`config.mk`:
```
export PLATFORM = sky130hd
export DESIGN_NAME = mem_access_unit
export DESIGN_NICKNAME = d
export VERILOG_FILES = /design/src/rtl/mem_access_unit.sv
export SDC_FILE = /design/constraint.sdc
export NUM_CORES = 1
export LEC_CHECK = 0
export ABC_AREA = 1
export BUFFER_PORTS_ARGS = -buffer_cell sky130_fd_sc_hd__clkbuf_2
export CAP_MARGIN = 15
export CELL_PAD_IN_SITES_DETAIL_PLACEMENT = 1
export CELL_PAD_IN_SITES_GLOBAL_PLACEMENT = 2
export CORE_ASPECT_RATIO = 1.1
export CORE_MARGIN = 1.5
export CORE_UTILIZATION = 33
export CTS_CLUSTER_SIZE = 40
export DETAILED_ROUTE_END_ITERATION = 7
export PLACE_DENSITY_LB_ADDON = 0.1
export SYNTH_ARGS = -nofsm -noshare
export SYNTH_HDL_FRONTEND = slang
export SYNTH_SLANG_ARGS = --single-unit
```
`constraint.sdc`:
```
create_clock -name clock -period 6.5 [get_ports clock]
set_input_delay 0 -clock clock [delete_from_list [all_inputs] [get_ports clock]]
set_output_delay 0 -clock clock [all_outputs]
set_load 0.005 [all_outputs]
```
`src/rtl/mem_access_unit.sv`:
```
// Load/store unit between a byte-addressed requester and a 24-bit, 3-lane RAM.
// Handles big-endian lane placement, splitting of halves that straddle a word, and load extension.
module mem_access_unit #(
    parameter int RD_LAT = 1
) (
    input  logic        clock,
    input  logic        reset,
    input  logic        req_valid,
    output logic        req_ready,
    input  logic        req_we,
    input  logic [1:0]  req_size,
    input  logic        req_signed,
    input  logic [19:0] req_addr,
    input  logic [23:0] req_wdata,
    output logic        rsp_valid,
    output logic [23:0] rsp_rdata,
    output logic        rsp_err,
    output logic [17:0] ram_address,
    output logic [23:0] ram_data,
    output logic        ram_wren,
    output logic [2:0]  ram_byteena,
    input  logic [23:0] ram_q
);

    typedef enum logic [2:0] {IDLE, ISSUE0, WAIT0, ISSUE1, WAIT1, RESP} state_t;

    state_t      state;
    logic        we_r;
    logic        signed_r;
    logic        split_r;
    logic [1:0]  size_r;
    logic [1:0]  lane_r;
    logic [17:0] word_r;
    logic [7:0]  lo_r;
    logic [7:0]  hi_r;
    logic [1:0]  wait_cnt;

    logic [1:0]  req_lane;
    logic        req_bad;
    logic        req_split;
    logic [2:0]  first_be;
    logic [23:0] first_data;
    logic [23:0] load_raw;
    logic [23:0] load_result;
    logic        wait_done;

    assign req_lane  = req_addr[1:0];
    assign wait_done = (wait_cnt == 2'(RD_LAT - 1));

    always_comb begin
        req_bad   = (req_lane == 2'd3) || (req_size == 2'd3) ||
                    ((req_size == 2'd2) && (req_lane != 2'd0));
        req_split = (req_size == 2'd1) && (req_lane == 2'd2);
    end

    // First (or only) access: lane 0 is the most significant byte of the RAM word.
    always_comb begin
        first_be   = 3'b111;
        first_data = req_wdata;
        case (req_size)
            2'd0: begin
                case (req_lane)
                    2'd0:    begin first_be = 3'b100; first_data = {req_wdata[7:0], 16'h0000}; end
                    2'd1:    begin first_be = 3'b010; first_data = {8'h00, req_wdata[7:0], 8'h00}; end
                    default: begin first_be = 3'b001; first_data = {16'h0000, req_wdata[7:0]}; end
                endcase
            end
            2'd1: begin
                case (req_lane)
                    2'd0:    begin first_be = 3'b110; first_data = {req_wdata[15:0], 8'h00}; end
                    2'd1:    begin first_be = 3'b011; first_data = {8'h00, req_wdata[15:0]}; end
                    default: begin first_be = 3'b001; first_data = {16'h0000, req_wdata[15:8]}; end
                endcase
            end
            default: begin
                first_be   = 3'b111;
                first_data = req_wdata;
            end
        endcase
        if (!req_we) begin
            first_data = 24'h000000;
        end
    end

    // In WAIT1 the result is the split half: high byte from the first word, low byte from lane 0.
    always_comb begin
        load_raw = 24'h000000;
        if (state == WAIT1) begin
            load_raw = {8'h00, hi_r, ram_q[23:16]};
        end else begin
            case (size_r)
                2'd0: begin
                    case (lane_r)
                        2'd0:    load_raw = {16'h0000, ram_q[23:16]};
                        2'd1:    load_raw = {16'h0000, ram_q[15:8]};
                        default: load_raw = {16'h0000, ram_q[7:0]};
                    endcase
                end
                2'd1:    load_raw = (lane_r == 2'd0) ? {8'h00, ram_q[23:8]} : {8'h00, ram_q[15:0]};
                default: load_raw = ram_q;
            endcase
        end
        case (size_r)
            2'd0:    load_result = signed_r ? {{16{load_raw[7]}}, load_raw[7:0]} : load_raw;
            2'd1:    load_result = signed_r ? {{8{load_raw[15]}}, load_raw[15:0]} : load_raw;
            default: load_result = load_raw;
        endcase
    end

    always_ff @(posedge clock or posedge reset) begin
        if (reset) begin
            state       <= IDLE;
            req_ready   <= 1'b0;
            rsp_valid   <= 1'b0;
            rsp_rdata   <= 24'h000000;
            rsp_err     <= 1'b0;
            ram_address <= 18'h00000;
            ram_data    <= 24'h000000;
            ram_wren    <= 1'b0;
            ram_byteena <= 3'b000;
            we_r        <= 1'b0;
            signed_r    <= 1'b0;
            split_r     <= 1'b0;
            size_r      <= 2'd0;
            lane_r      <= 2'd0;
            word_r      <= 18'h00000;
            lo_r        <= 8'h00;
            hi_r        <= 8'h00;
            wait_cnt    <= 2'd0;
        end else begin
            rsp_valid <= 1'b0;
            ram_wren  <= 1'b0;
            case (state)
                IDLE: begin
                    if (!req_ready) begin
                        req_ready <= 1'b1;
                    end else if (req_valid) begin
                        req_ready <= 1'b0;
                        we_r      <= req_we;
                        signed_r  <= req_signed;
                        split_r   <= req_split;
                        size_r    <= req_size;
                        lane_r    <= req_lane;
                        word_r    <= req_addr[19:2];
                        lo_r      <= req_wdata[7:0];
                        if (req_bad) begin
                            state     <= RESP;
                            rsp_valid <= 1'b1;
                            rsp_err   <= 1'b1;
                            rsp_rdata <= 24'h000000;
                        end else begin
                            state       <= ISSUE0;
                            ram_address <= req_addr[19:2];
                            ram_byteena <= first_be;
                            ram_data    <= first_data;
                            ram_wren    <= req_we;
                        end
                    end
                end
                ISSUE0: begin
                    if (we_r && split_r) begin
                        state       <= ISSUE1;
                        ram_address <= word_r + 18'd1;
                        ram_byteena <= 3'b100;
                        ram_data    <= {lo_r, 16'h0000};
                        ram_wren    <= 1'b1;
                    end else if (we_r) begin
                        state     <= RESP;
                        rsp_valid <= 1'b1;
                        rsp_err   <= 1'b0;
                        rsp_rdata <= 24'h000000;
                    end else begin
                        state    <= WAIT0;
                        wait_cnt <= 2'd0;
                    end
                end
                WAIT0: begin
                    if (!wait_done) begin
                        wait_cnt <= wait_cnt + 2'd1;
                    end else if (split_r) begin
                        state       <= ISSUE1;
                        hi_r        <= ram_q[7:0];
                        ram_address <= word_r + 18'd1;
                        ram_byteena <= 3'b100;
                        ram_data    <= 24'h000000;
                    end else begin
                        state     <= RESP;
                        rsp_valid <= 1'b1;
                        rsp_err   <= 1'b0;
                        rsp_rdata <= load_result;
                    end
                end
                ISSUE1: begin
                    if (we_r) begin
                        state     <= RESP;
                        rsp_valid <= 1'b1;
                        rsp_err   <= 1'b0;
                        rsp_rdata <= 24'h000000;
                    end else begin
                        state    <= WAIT1;
                        wait_cnt <= 2'd0;
                    end
                end
                WAIT1: begin
                    if (!wait_done) begin
                        wait_cnt <= wait_cnt + 2'd1;
                    end else begin
                        state     <= RESP;
                        rsp_valid <= 1'b1;
                        rsp_err   <= 1'b0;
                        rsp_rdata <= load_result;
                    end
                end
                RESP: begin
                    state     <= IDLE;
                    req_ready <= 1'b1;
                end
                default: state <= IDLE;
            endcase
        end
    end

endmodule

```
# --- Word-level counts from Yosys, hierarchy flattened ---
# Index checks and enable logic that the tools add are counted.
word_totals:
  reg_bits: 119
  latchBits: 0
  ramBits: 0
  rom_bits: 0
  out_inout_bits: 73
  memories: 0
classes:
  add_sub_neg: 2
  multipliers: 0
  div_mod_pow: 0
  order_cmp: 0
  n_eq_ne: 24
  shifts: 0
  n_mux: 84
  bitwise_logic: 0
  reduce_logical: 23
ops:
  columns: ["op", "n"]
  rows:
  - ["24-bit two-way mux", 18]
  - ["24-bit one-hot mux with 2 select lines", 5]
  - ["24-bit one-hot mux with 5 select lines", 1]
  - ["18-bit two-way mux", 6]
  - ["24-bit one-hot mux with 3 select lines", 1]
  - ["18-bit one-hot mux with 3 select lines", 1]
  - ["3-bit two-way mux", 14]
  - ["1-bit two-way mux", 23]
  - ["2-bit inequality test, second input constant", 11]
  - ["18-bit by 1-bit adder with 18-bit output, second input constant", 1]
  - ["3-bit one-hot mux with 2 select lines", 3]
  - ["16-bit two-way mux", 1]
  - ["8-bit one-hot mux with 2 select lines", 1]
  - ["3-bit one-hot mux with 5 select lines", 1]
  - ["2-bit logical NOT", 5]
  - ["1-bit one-hot mux with 5 select lines", 2]
  - ["3-bit one-hot mux with 3 select lines", 1]
  - ["3-bit AND reduction", 3]
  - ["2-bit by 1-bit == test with 1-bit output, second input constant", 4]
  - ["2-bit == test, second input constant", 4]
  - ["8-bit AND reduction", 1]
  - ["7-bit AND reduction", 1]
  - ["3-bit by 2-bit == test with 1-bit output, second input constant", 2]
  - ["3-bit == test, second input constant", 2]
  - ["13 further kinds", 21]

# --- Logic depth before layout (Yosys ltp) ---
# Gate-level depths: netlist of run 1.
logic_depth:
  depth_word: 9
  depth_mapped: 11

# --- Worst setup path after synthesis of run 1 ---
# No wires, ideal clock.
synth_timing:
  kind: "flip-flop to flip-flop"
  from: "register word_r[0]"
  to: "register ram_address[16]"
  setup_ns: 0.117
  arrival_time_ns: 1.489
  required_ns: 6.383
  slack_ns: 4.894
  stages_incl_launch_ff: 11
  n_path_buf: 0
  cell_sequence: "dfrtp_1 > ha_1 > nand2_1 > nor2_1 > nand2_1 > nor3_1 > nand2_1 > nand2_1 > nand3_1 > nand3_1 > nand2_1"
synth_via:
  elab_chain_cells: 4
synth_lines:
  columns: ["element", "line", "source"]
  rows:
  - ["start, declared", "33", "logic [17:0] word_r;"]
  - ["start signal, assigned", "144", "word_r <= req_addr[19:2];"]
  - ["18-bit by 1-bit adder with 18-bit output *", "163, 183", null]
  - ["18-bit two-way mux", "180", "end else if (split_r) begin"]
  - ["18-bit two-way mux", "178", "if (!wait_done) begin"]
  - ["18-bit one-hot mux with 3 select lines *", "133", "case (state)"]
  - ["end signal, assigned", "153", "ram_address <= req_addr[19:2];"]
  - ["end signal, assigned", "163", "ram_address <= word_r + 18'd1;"]
  - ["end signal, assigned", "183", "ram_address <= word_r + 18'd1;"]
  - ["end, declared", "18", "output logic [17:0] ram_address,"]
# Mark *: on every way between the ends. The rest lies on a longest branch, timed or not. The select of a mux whose other input is x is not followed.
# A chain may end at the register's enable or synchronous reset.

# --- Worst setup path after layout of run 1 ---
layout_timing:
  from: "register state[0]"
  to: "register rsp_rdata[15]"
layout_via:
  elab_chain_cells: 7
layout_lines:
  columns: ["element", "line", "source"]
  rows:
  - ["start, declared", "27", "state_t state;"]
  - ["start signal, assigned", "112", "state <= IDLE;"]
  - ["start signal, assigned", "147", "state <= RESP;"]
  - ["start signal, assigned", "152", "state <= ISSUE0;"]
  - ["3-bit == test", "88, 133", null]
  - ["24-bit two-way mux", "88", "if (state == WAIT1) begin"]
  - ["24-bit two-way mux (on tied branches)", "105, 104", null]
  - ["24-bit one-hot mux with 2 select lines", "103", "case (size_r)"]
  - ["24-bit two-way mux", "180", null]
  - ["24-bit two-way mux", "178", null]
  - ["24-bit one-hot mux with 5 select lines", "133", null]
  - ["end signal, assigned", "190", "rsp_rdata <= load_result;"]
  - ["end signal, assigned", "211", "rsp_rdata <= load_result;"]
  - ["end, declared", "16", "output logic [23:0] rsp_rdata,"]
# Parallel ways exist; a longest one is shown, timed or not. The select of a mux whose other input is x is not followed.

==> results.toml, run 1 <==
[floorplanning]
initial_utilization_pct = 33.8
io_pins = 148
die_area_sq_um = 21300
die_h_microns = 153
core_sq_um = 19900
rows = 54
fp.dieW_microns = 139

[grt]
grt_use_total_pct = 22.5
grt_overflow = 0
first_global_vias = 7295
antenna_found_initial = 0
grt_max_degree = 68
grt_pass1_wl_microns = 38300

[critical_path]
arrival_ps = 2930
cp_max_fo = 25
crit_path_end_kind = "flip-flop"
critPathMostFrequentCell = "inv_2"
start_kind = "flip-flop"
critPathMaxStageDelay_ps = 910
slowest_stage = "a21oi_2"
crit_type = "reg -> reg"
crit_chain = "inv_2 > nand3_2 > a21oi_2 > nor2_1 > nand2_2 > inv_2 > nand2_1 > o21ai_0"
cp.required_ps = 6800

[timing]
fmax_mhz = 380
fin_ws_ps = 3870
skew_ps = 8.44
finalHoldViolations = 0
tightestPinTransition_ps = 970
max_slew_margin_pct = 35.4
setup_viol = 0
period_minus_slack_ps = 2630
setup_tns_ps = 0
rsz0062_at_grt = "false"
period_share_pct = 40.5
final_max_slew_viol_count = 0

[job]
drv_cap = 0

[yosys]
async_flop_share_pct = 100
synth_area_leader_cell = "dfrtp_1"
yosysWarnings = 0
synth_cell_types = 41
yosys-top-cells-area = "dfrtp_1 (44%), nand2_1 (20%), nand3_1 (6.8%)"
ys_ff_latch = 119
synth_edf_count = 0
syn_nets = 1005
syn_inst = 928
syn_area_per_cell_sq_um = 7.26
syn_area_sq_um = 6740
ys_seq_area_share_pct = 44.2
ys.flop_type = "dfrtp_1"
yosys.area.top_type_share_pct = 44.2

[placed_design]
portBuffers = 147
pre_cts_ws_ps = 3800
hpwl_microns = 16200
place.gp.congestion = 0.809

[drt]
routed_wl_microns = 22700
vias = 6788
via_per_inst = 4.93
routedWlPerCell_microns = 16.5
drtPass1Iterations = 7
ant_nets = 0
first_iter_violations = 391
drcViolationCount = 10

[finish]
drive_above_1_share_pct = 20.3
antenna_cells = 0
layout_commonest_cell = "nand2_1"
layout.nets = 1189
synthToLayoutAreaGrowth_pct = 28.3
most-common-layout-cells = "nand2_1 (355), clkbuf_2 (147), dfrtp_1 (119), nand3_1 (91), o21ai_0 (80)"

[power_and_ir_drop]
switching_power_mw = 1.78
power_density_nw_per_um2 = 461
ir_drop_v = 0.000239
power_frac_seq_pct = 32.5
combPwrFrac_pct = 44.8
p_sw_share_pct = 44.6
pwr-share-clk_pct = 22.7
p_leak_nw = 4.47
p_int_mw = 2.21

[cts]
tritoncts = "done"
cts_sinks = 119
cts_max_level = 4
cts_buffers = 17
clkLatencyLatePin_ps = 420
clkSlewWorstSetupHoldPaths_ps = 60
cts_root_buf = "clkbuf_16"
clk_path_buf_depth = 2

[status]
violations = "design-rule violations"
outcome = "finished with violations"

[worst_hold_path]
hold_path_class = "in -> reg"
power by group through the flow:
stage	sequential [mW]	combinational, mW	clock [mW]
floorplan	1.26	1.28	0
global placement	1.31	1.76	0
detailed placement	1.31	1.79	0
CTS	1.30	1.82	0.927
global route	1.34	2.07	0.959
finish	1.30	1.79	0.903
synth_stat cells (2+ instances only):
cell,count
nor2_2,6
a21oi_1,11
inv_2,12
xnor2_1,2
nand2_2,6
a21oi_2,2
dfrtp_1,119
o221ai_1,2
xor2_1,3
o211ai_1,5
nor3_1,14
clkbuf_1,9
o21ai_0,80
inv_1,72
a22oi_1,8
buf_4,5
nand3_2,3
nand3_1,91
o21ai_1,15
ha_1,2
o22ai_1,4
nor2_1,38
nand4_1,14
nand2_1,355
o32ai_1,2
a221oi_1,2
a211oi_1,4
nand2_4,3
buf_2,12
buf_6,8
or2_2,8
o21ai_2,2
worst paths after layout:
kind,from,endpoint,slack [ps],cells after the start
setup / recovery,state[0]$_DFFE_PP0P_,rsp_rdata[15]$_DFFE_PP0P_,3870,8
hold / removal,req_wdata[16],ram_data[16]$_DFFE_PP0P_,10,5
setup reg to reg,state[0]$_DFFE_PP0P_,rsp_rdata[15]$_DFFE_PP0P_,3870,8
hold reg to reg,ram_address[3]$_DFFE_PP0P_,ram_address[3]$_DFFE_PP0P_,470,2
max in group asynchronous,reset,word_r[17]$_DFFE_PP0P_,4880,4
min in group asynchronous,reset,hi_r[2]$_DFFE_PP0P_,280,3
stage by stage:
step | area (sq um) | power (mW) | std cells | hold slack, ps | utilization [%]
after global routing | 8640 | 4.37 | 1377 | 40.2 | 43.4
after detailed placement | 7580 | 3.10 | 1295 | 164 | 38.0
final | 8640 | 3.98 | 1377 | 14.3 | 43.4
after CTS | 8640 | 4.05 | 1377 | 6.68 | 43.4
after floorplan | 6740 | 2.54 | 928 | 112 | -
after global placement | 7580 | 3.07 | 1295 | 161 | 38.0
final cells by class:
cell class                 instances  area, sq um
multi-input combinational        689         3210
timing repair buffer             199         1250
fill                            2549        11300
tap                              252          315
clock buffer                      20          457
clock inverter                    12          104
sequential                       119         2980
inverter                          86          328
critical path, delay by kind of cell (launching register included):
family	cells	cell delay [ps]
and+or+nand+nor	4	760
buffers and inverters	2	310
AOI/OAI and AO/OA	2	990
DFF	1	440
metal layers:
layer / vias up / track usage (%) / wire length, microns / part of all wire [%]
met4: 0 / 5.62 / 250 / 1.1
met1: 3253 / 29.7 / 10500 / 46
met3: 22 / 3.82 / 766 / 3.4
met2: 125 / 38.5 / 11200 / 49
met5: - / 0 / 0 / 0
li1: 3388 / - / - / -
registers in the layout, summed over array words and instances, names as in the netlist:
register     count
ram_data        24
rsp_rdata       24
ram_address     18
word_r          18
hi_r             8
lo_r             8
ram_byteena      3
state            3
lane_r           2
size_r           2
wait_cnt         2
ram_wren         1
req_ready        1
rsp_err          1
rsp_valid        1
signed_r         1
split_r          1
we_r             1
timing repair:
item                                   CTS  global route
hold buffers                            50             0
endpoints found under the hold margin  123             0
gates resized for setup                  0             0
setup buffers                            0             0
setup endpoints to repair                0             0
kinds of logic (layout without fill, tap and decap cells):
group | after synthesis | in the layout | synth area share [%]
adders and majority gates | 2 | 2 | 0.371
and+or+nand+nor | 543 | 543 | 35.0
xor gates and xnor gates | 5 | 5 | 0.650
DFF | 119 | 119 | 44.2
AOI/OAI and AO/OA | 139 | 139 | 11.7
buffers and inverters | 120 | 317 | 8.12
Note: power is estimated with default switching activity, not from simulation.
==> run 2, diff against run 1 <==
--- a/config.mk
+++ b/config.mk
@@ -5,7 +5,7 @@
 export SDC_FILE = /design/constraint.sdc
 export NUM_CORES = 1
 export LEC_CHECK = 0
-export ABC_AREA = 1
+export ABC_AREA = 0
 export BUFFER_PORTS_ARGS = -buffer_cell sky130_fd_sc_hd__clkbuf_2
 export CAP_MARGIN = 15
 export CELL_PAD_IN_SITES_DETAIL_PLACEMENT = 1
==> constraint.sdc (replaced) <==
create_clock -name clock -period 2.6 [get_ports clock]
set_input_delay 0 -clock clock [delete_from_list [all_inputs] [get_ports clock]]
set_output_delay 0 -clock clock [all_outputs]
set_load 0.005 [all_outputs]
==> run 2 against run 1 <==
Compared with the run above: the run now ends clean; final area hardly changed; sequential power grew to 2.7 times the previous value; non-clock buffer count is 22 higher; wire length is 4.4% lower; die area is 2.7% lower; setup slack worse by 3600 ps; first-iteration DRC count is 10% lower; count of clock-buffer cells in the layout is 3 lower; critical path type unchanged; critical endpoint is now rsp_rdata[17]$_DFFE_PP0P_; largest cell class unchanged; largest power group unchanged.
==> results.toml, run 2 <==
[status]
outcome = "completed"

[finish]
antenna_cells = 0
drive_above_1_share_pct = 29.8
layout.nets = 938
synthToLayoutAreaGrowth_pct = 31.9
finalNonFillerCells = 1120
num-fill-cells = 2204
fin_util_pct = 44.8
most-common-layout-cells = "clkbuf_2 (147), dfrtp_1 (119), nand2_1 (98), o21ai_0 (56), dlygate4sd3_1 (53)"
layout_commonest_cell = "clkbuf_2"
reg_top3 = "ram_data: 24 flops, rsp_rdata: 24 flops"

[timing]
skew_ps = 9.99
rsz0062_at_grt = "false"
period_minus_slack_ps = 2300
fin_ws_ps = 302
tightestPinTransition_ps = 1040
final_max_slew_viol_count = 0
period_share_pct = 88.4
fmax_mhz = 435
finalHoldViolations = 0
max_slew_margin_pct = 30.6
setup_tns_ps = 0
setup_viol = 0

[critical_path]
rr_endpoint = "rsp_rdata[17]$_DFFE_PP0P_"
startpoint = "state[1]$_DFFE_PP0P_"
cp.required_ps = 2910
start_kind = "flip-flop"
r2r_setup_slack_ps = 300
cp_max_fo = 20
r2r_start = "state[1]$_DFFE_PP0P_"
crit_path_end_kind = "flip-flop"
arrival_ps = 2610
crit_type = "reg -> reg"
ff2ff_path_depth = 6

[yosys]
syn_area_sq_um = 6550
syn_inst = 671
async_flop_share_pct = 100
syn_area_per_cell_sq_um = 9.76
synth_cell_types = 73
synth_edf_count = 0
ys_ff_latch = 119
synth_most_common_cell = "dfrtp_1"
ys.flop_type = "dfrtp_1"
ys_seq_area_share_pct = 45.5
yosysWarnings = 0
synthTopCellsByCount = "dfrtp_1 (119), nand2_1 (98), o21ai_0 (56)"
synth_area_leader_cell = "dfrtp_1"
yosys.area.top_type_share_pct = 45.5
syn_nets = 748
yosys-top-cells-area = "dfrtp_1 (45%), mux2_2 (7.1%), nand2_1 (5.6%)"

[worst_hold_path]
holdPathStages = 4
hp-start = "req_wdata[22]"
hold_path_class = "in -> reg"
whs_endpoint = "ram_data[22]$_DFFE_PP0P_"

[floorplanning]
rows = 53
fp.dieW_microns = 137
io_pins = 148
initial_utilization_pct = 33.9
die_h_microns = 151
core_sq_um = 19300
die_area_sq_um = 20700

[job]
drv_cap = 0

[cts]
clkLatencyLatePin_ps = 420
cts_setup_buffers = 0
tritoncts = "done"
cts_buffers = 17
cts_sinks = 119
cts_max_level = 4
cts_root_buf = "clkbuf_16"
clkSlewWorstSetupHoldPaths_ps = 60
clk_path_buf_depth = 2

[placed_design]
pre_cts_ws_ps = 328
place.gp.congestion = 0.805
place_inst = 1036
hpwl_microns = 15100
portBuffers = 147

[drt]
routed_wl_microns = 21700
drtPass1Iterations = 5
first_iter_violations = 352
via_per_inst = 5.43
routedWlPerCell_microns = 19.4
ant_nets = 0
vias = 6087
drcViolationCount = 0

[grt]
first_global_vias = 6461
antenna_found_initial = 1
grt_pass1_wl_microns = 34600
grt_use_total_pct = 21.9
grt_overflow = 0
grt_max_degree = 64

[power_and_ir_drop]
p_total_mw = 10.7
ir_drop_v = 0.000581
power_density_nw_per_um2 = 1240
p_leak_nw = 3.90
## run 2: cell types whose count changed after synthesis, sizes merged, moves of 11 or more
cell     before  now
a21oi        13   26
a2bb2oi       0   23
buf          25   37
inv          85   12
mux2          0   41
mux2i         0   14
nand2       364   99
nand3        95    8
nand4        15    4
nor2         46   35
o21ai        97   70
o31ai         1   28
## run 2: cells by family after synthesis
family	after synthesis	share of synthesized area, %
AO/OA/AOI/OAI	216	22.5
AND/OR/NAND/NOR	200	15.4
flip-flops	119	45.5
buffers and inverters	62	4.70
multiplexers	55	9.19
XOR/XNOR	17	2.27
adder cells (fa/ha/maj)	2	0.382
## run 2: critical path, stage by stage, from the launching register on
cell      delay, ps
dfrtp_1         730
nor3b_1         300
o211a_1         410
a21boi_2        240
a31oi_2          60
buf_4           210
o31ai_1         260
## run 2: worst max-delay path by stage
stage	to	cells past startpoint
global route	rsp_rdata[17]$_DFFE_PP0P_	4
floorplan	ram_data[0]$_DFFE_PP0P_	10
CTS	rsp_rdata[21]$_DFFE_PP0P_	6
finish	rsp_rdata[17]$_DFFE_PP0P_	6
global placement	ram_wren$_DFF_PP0_	5
detailed placement	rsp_rdata[21]$_DFFE_PP0P_	6
## run 2: per-layer routing
layer	vias up	global-route usage, %	part of all wire, %
met5	-	0	0.074
met4	2	8.53	2.0
li1	2857	-	-
met2	159	38.1	51
met3	32	4.75	4.6
met1	3037	26.3	42
## run 2: report_power, final
| part | leakage [nW] | switching, mW | internal [mW] |
|---|---|---|---|
| sequential | 1.51 | 0.804 | 2.67 |
| combinational | 2.12 | 2.76 | 2.14 |
| clock | 0.268 | 0.913 | 1.41 |
## run 2: cell type report
type | instances | area, sq um | share of cell area (%)
flip-flops and latches | 119 | 2980 | 34.5
inverters | 12 | 48.8 | 0.565
well taps | 247 | 309 | 3.58
clock inverters | 14 | 155 | 1.80
clock buffers | 17 | 425 | 4.93
repair buffers | 221 | 1450 | 16.8
multi-input cells | 490 | 3270 | 37.9
## run 2: stage by stage
stage          instance area [sq um]  hold slack [ps]
3_3_place_gp                    7520              175
5_1_grt                         8640             35.1
6_report                        8640             17.3
3_5_place_dp                    7520              182
2_1_floorplan                   6550              151
4_1_cts                         8640             1.65
## run 2: timing repair
action / in CTS / in global routing
gates resized for setup: 0 / 0
endpoints found under the hold margin: 111 / 0
hold buffers: 53 / 0
==> run 3, diff against run 2 <==
--- a/config.mk
+++ b/config.mk
@@ -12,7 +12,8 @@
 export CELL_PAD_IN_SITES_GLOBAL_PLACEMENT = 2
 export CORE_ASPECT_RATIO = 1.1
 export CORE_MARGIN = 1.5
-export CORE_UTILIZATION = 33
+export CORE_UTILIZATION = 35
+export CTS_BUF_LIST = sky130_fd_sc_hd__clkbuf_2 sky130_fd_sc_hd__clkbuf_4 sky130_fd_sc_hd__clkbuf_8
 export CTS_CLUSTER_SIZE = 40
 export DETAILED_ROUTE_END_ITERATION = 7
 export PLACE_DENSITY_LB_ADDON = 0.1
==> run 3 against run 2 <==
Compared with the run above: power down 5.3%; die area down 5.6%; hold slack better by 34 ps; clock power down 25%; critical path type unchanged; highest routed layer is now met4.
==> results.toml, run 3 (synthesized netlist as in run 2, its figures left out) <==
[status]
outcome = "completed"

[finish]
multi_input_area_sq_um = 3260
layout.nets = 945
num-fill-cells = 2168
antenna_cells = 0
finalNonFillerCells = 1124
seqCellArea_sq_um = 2980
reg_top3 = "ram_data: 24 flops, rsp_rdata: 24 flops"
synthToLayoutAreaGrowth_pct = 30.0
drive_above_1_share_pct = 29.6
layout_commonest_cell = "clkbuf_2"
most-common-layout-cells = "clkbuf_2 (147), dfrtp_1 (119), nand2_1 (98), dlygate4sd3_1 (58), o21ai_0 (56)"

[floorplanning]
initial_utilization_pct = 35.7
fp.dieW_microns = 133
rows = 52
die_area_sq_um = 19500
die_h_microns = 146
io_pins = 148
core_sq_um = 18300

[drt]
routedWlPerCell_microns = 19.0
routed_wl_microns = 21300
ant_nets = 0
via_per_inst = 5.42
drcViolationCount = 0
first_iter_violations = 256
vias = 6093
drtPass1Iterations = 5

[cts]
clk_path_buf_depth = 2
cts_sinks = 119
cts_max_level = 4
cts_root_buf = "clkbuf_8"
clkLatencyLatePin_ps = 440
cts_buffers = 17
tritoncts = "done"
cts_setup_buffers = 0
clkSlewWorstSetupHoldPaths_ps = 70

[grt]
grt_max_degree = 73
grt_use_total_pct = 22.7
first_global_vias = 6620
antenna_found_initial = 0
grt_overflow = 0
grt_pass1_wl_microns = 34900

[critical_path]
slowest_stage = "dfrtp_1"
start_kind = "flip-flop"
cp_top_family = "compound AO/OA/AOI/OAI gates"
crit_chain = "nor3b_1 > o211a_1 > a21boi_2 > a31oi_2 > buf_4 > o31ai_1"
crit_type = "reg -> reg"
worst-path-stages = 6
crit_buf_inv = 1
critPathMaxStageDelay_ps = 740
rr_endpoint = "rsp_rdata[22]$_DFFE_PP0P_"
ff2ff_path_depth = 6
endpoint = "rsp_rdata[22]$_DFFE_PP0P_"
r2r_setup_slack_ps = 240
cp_max_fo = 20
r2r_start = "state[1]$_DFFE_PP0P_"
arrival_ps = 2690
startpoint = "state[1]$_DFFE_PP0P_"
cp.required_ps = 2930
crit_path_end_kind = "flip-flop"

[power_and_ir_drop]
power_density_nw_per_um2 = 1190
p_leak_nw = 3.86
p_total_mw = 10.1
ir_drop_v = 0.000472

[job]
drv_cap = 0

[timing]
fmax_mhz = 423
skew_ps = 13.0
finalHoldViolations = 0
max_slew_margin_pct = 46.3
final_max_slew_viol_count = 0
tightestPinTransition_ps = 806
rsz0062_at_grt = "false"
fin_ws_ps = 238
period_share_pct = 90.9
period_minus_slack_ps = 2360
setup_viol = 0
setup_tns_ps = 0

[placed_design]
hpwl_microns = 14900
pre_cts_ws_ps = 285
place_inst = 1034
place.gp.congestion = 0.779
portBuffers = 147

[worst_hold_path]
hold_path_class = "in -> reg"
-- run 3: changes by cell type in the layout (fill, tap and decap cells not counted), sizes merged --
| cell | previous run | this run |
|---|---|---|
| clkbuf | 164 | 166 |
| bufinv | 2 | 3 |
| clkinvlp | 6 | 3 |
| dlygate4sd3 | 53 | 58 |
| clkinv | 6 | 8 |
| inv | 12 | 11 |
| buf | 21 | 23 |
-- run 3: layer usage --
layer | wire [microns] | global-route usage (%)
met1 | 8940 | 26.7
met4 | 370 | 7.61
met2 | 11100 | 41.1
met3 | 867 | 4.65
met5 | 0 | 0
-- run 3: worst min-delay path, delay by kind of cell --
| family | cells | cell delay (ps) |
|---|---|---|
| simple gates | 1 | 50 |
| buf+inv | 1 | 120 |
| compound gates | 3 | 270 |
-- run 3: power by group --
part / total, mW / internal, mW / leakage, nW / switching (mW)
sequential: 3.46 / 2.66 / 1.51 / 0.794
clock: 1.75 / 0.963 / 0.206 / 0.789
combinational: 4.91 / 2.15 / 2.15 / 2.76
-- run 3: worst min path at each step --
| stage | startpoint | endpoint | slack [ps] | cells after the start |
|---|---|---|---|---|
| 2_1_floorplan | req_wdata[7] | lo_r[7]$_DFFE_PP0P_ | 150 | 1 |
| 3_3_place_gp | reset | rsp_valid$_DFF_PP0_ | 70 | 2 |
| 3_5_place_dp | reset | rsp_err$_DFFE_PP0P_ | 80 | 2 |
| 4_1_cts | ram_q[10] | rsp_rdata[2]$_DFFE_PP0P_ | 10 | 5 |
| 5_1_grt | req_wdata[20] | ram_data[20]$_DFFE_PP0P_ | 50 | 4 |
| 6_report | ram_q[10] | rsp_rdata[2]$_DFFE_PP0P_ | 50 | 5 |
-- run 3: area by class of cell --
type,instances,area share (%)
clock inverters,13,1.84
well taps,243,3.57
repair buffers,228,17.8
clock buffers,19,2.93
multi-input cells,490,38.3
inverters,12,0.573
flip-flops and latches,119,35.0
-- run 3: timing repair --
| action | 4_1_cts | 5_1_grt |
|---|---|---|
| endpoints found under the hold margin | 127 | 0 |
| hold buffers | 58 | 0 |
| resized for setup | 0 | 0 |
-- run 3: per-stage QoR --
step	instance area (sq um)	hold WS, ps	util [%]
2_1_floorplan	6550	151	-
3_3_place_gp	7530	72.5	41.0
3_5_place_dp	7530	78.1	41.0
4_1_cts	8510	10.7	46.4
5_1_grt	8510	48.5	46.4
6_report	8510	51.2	46.4
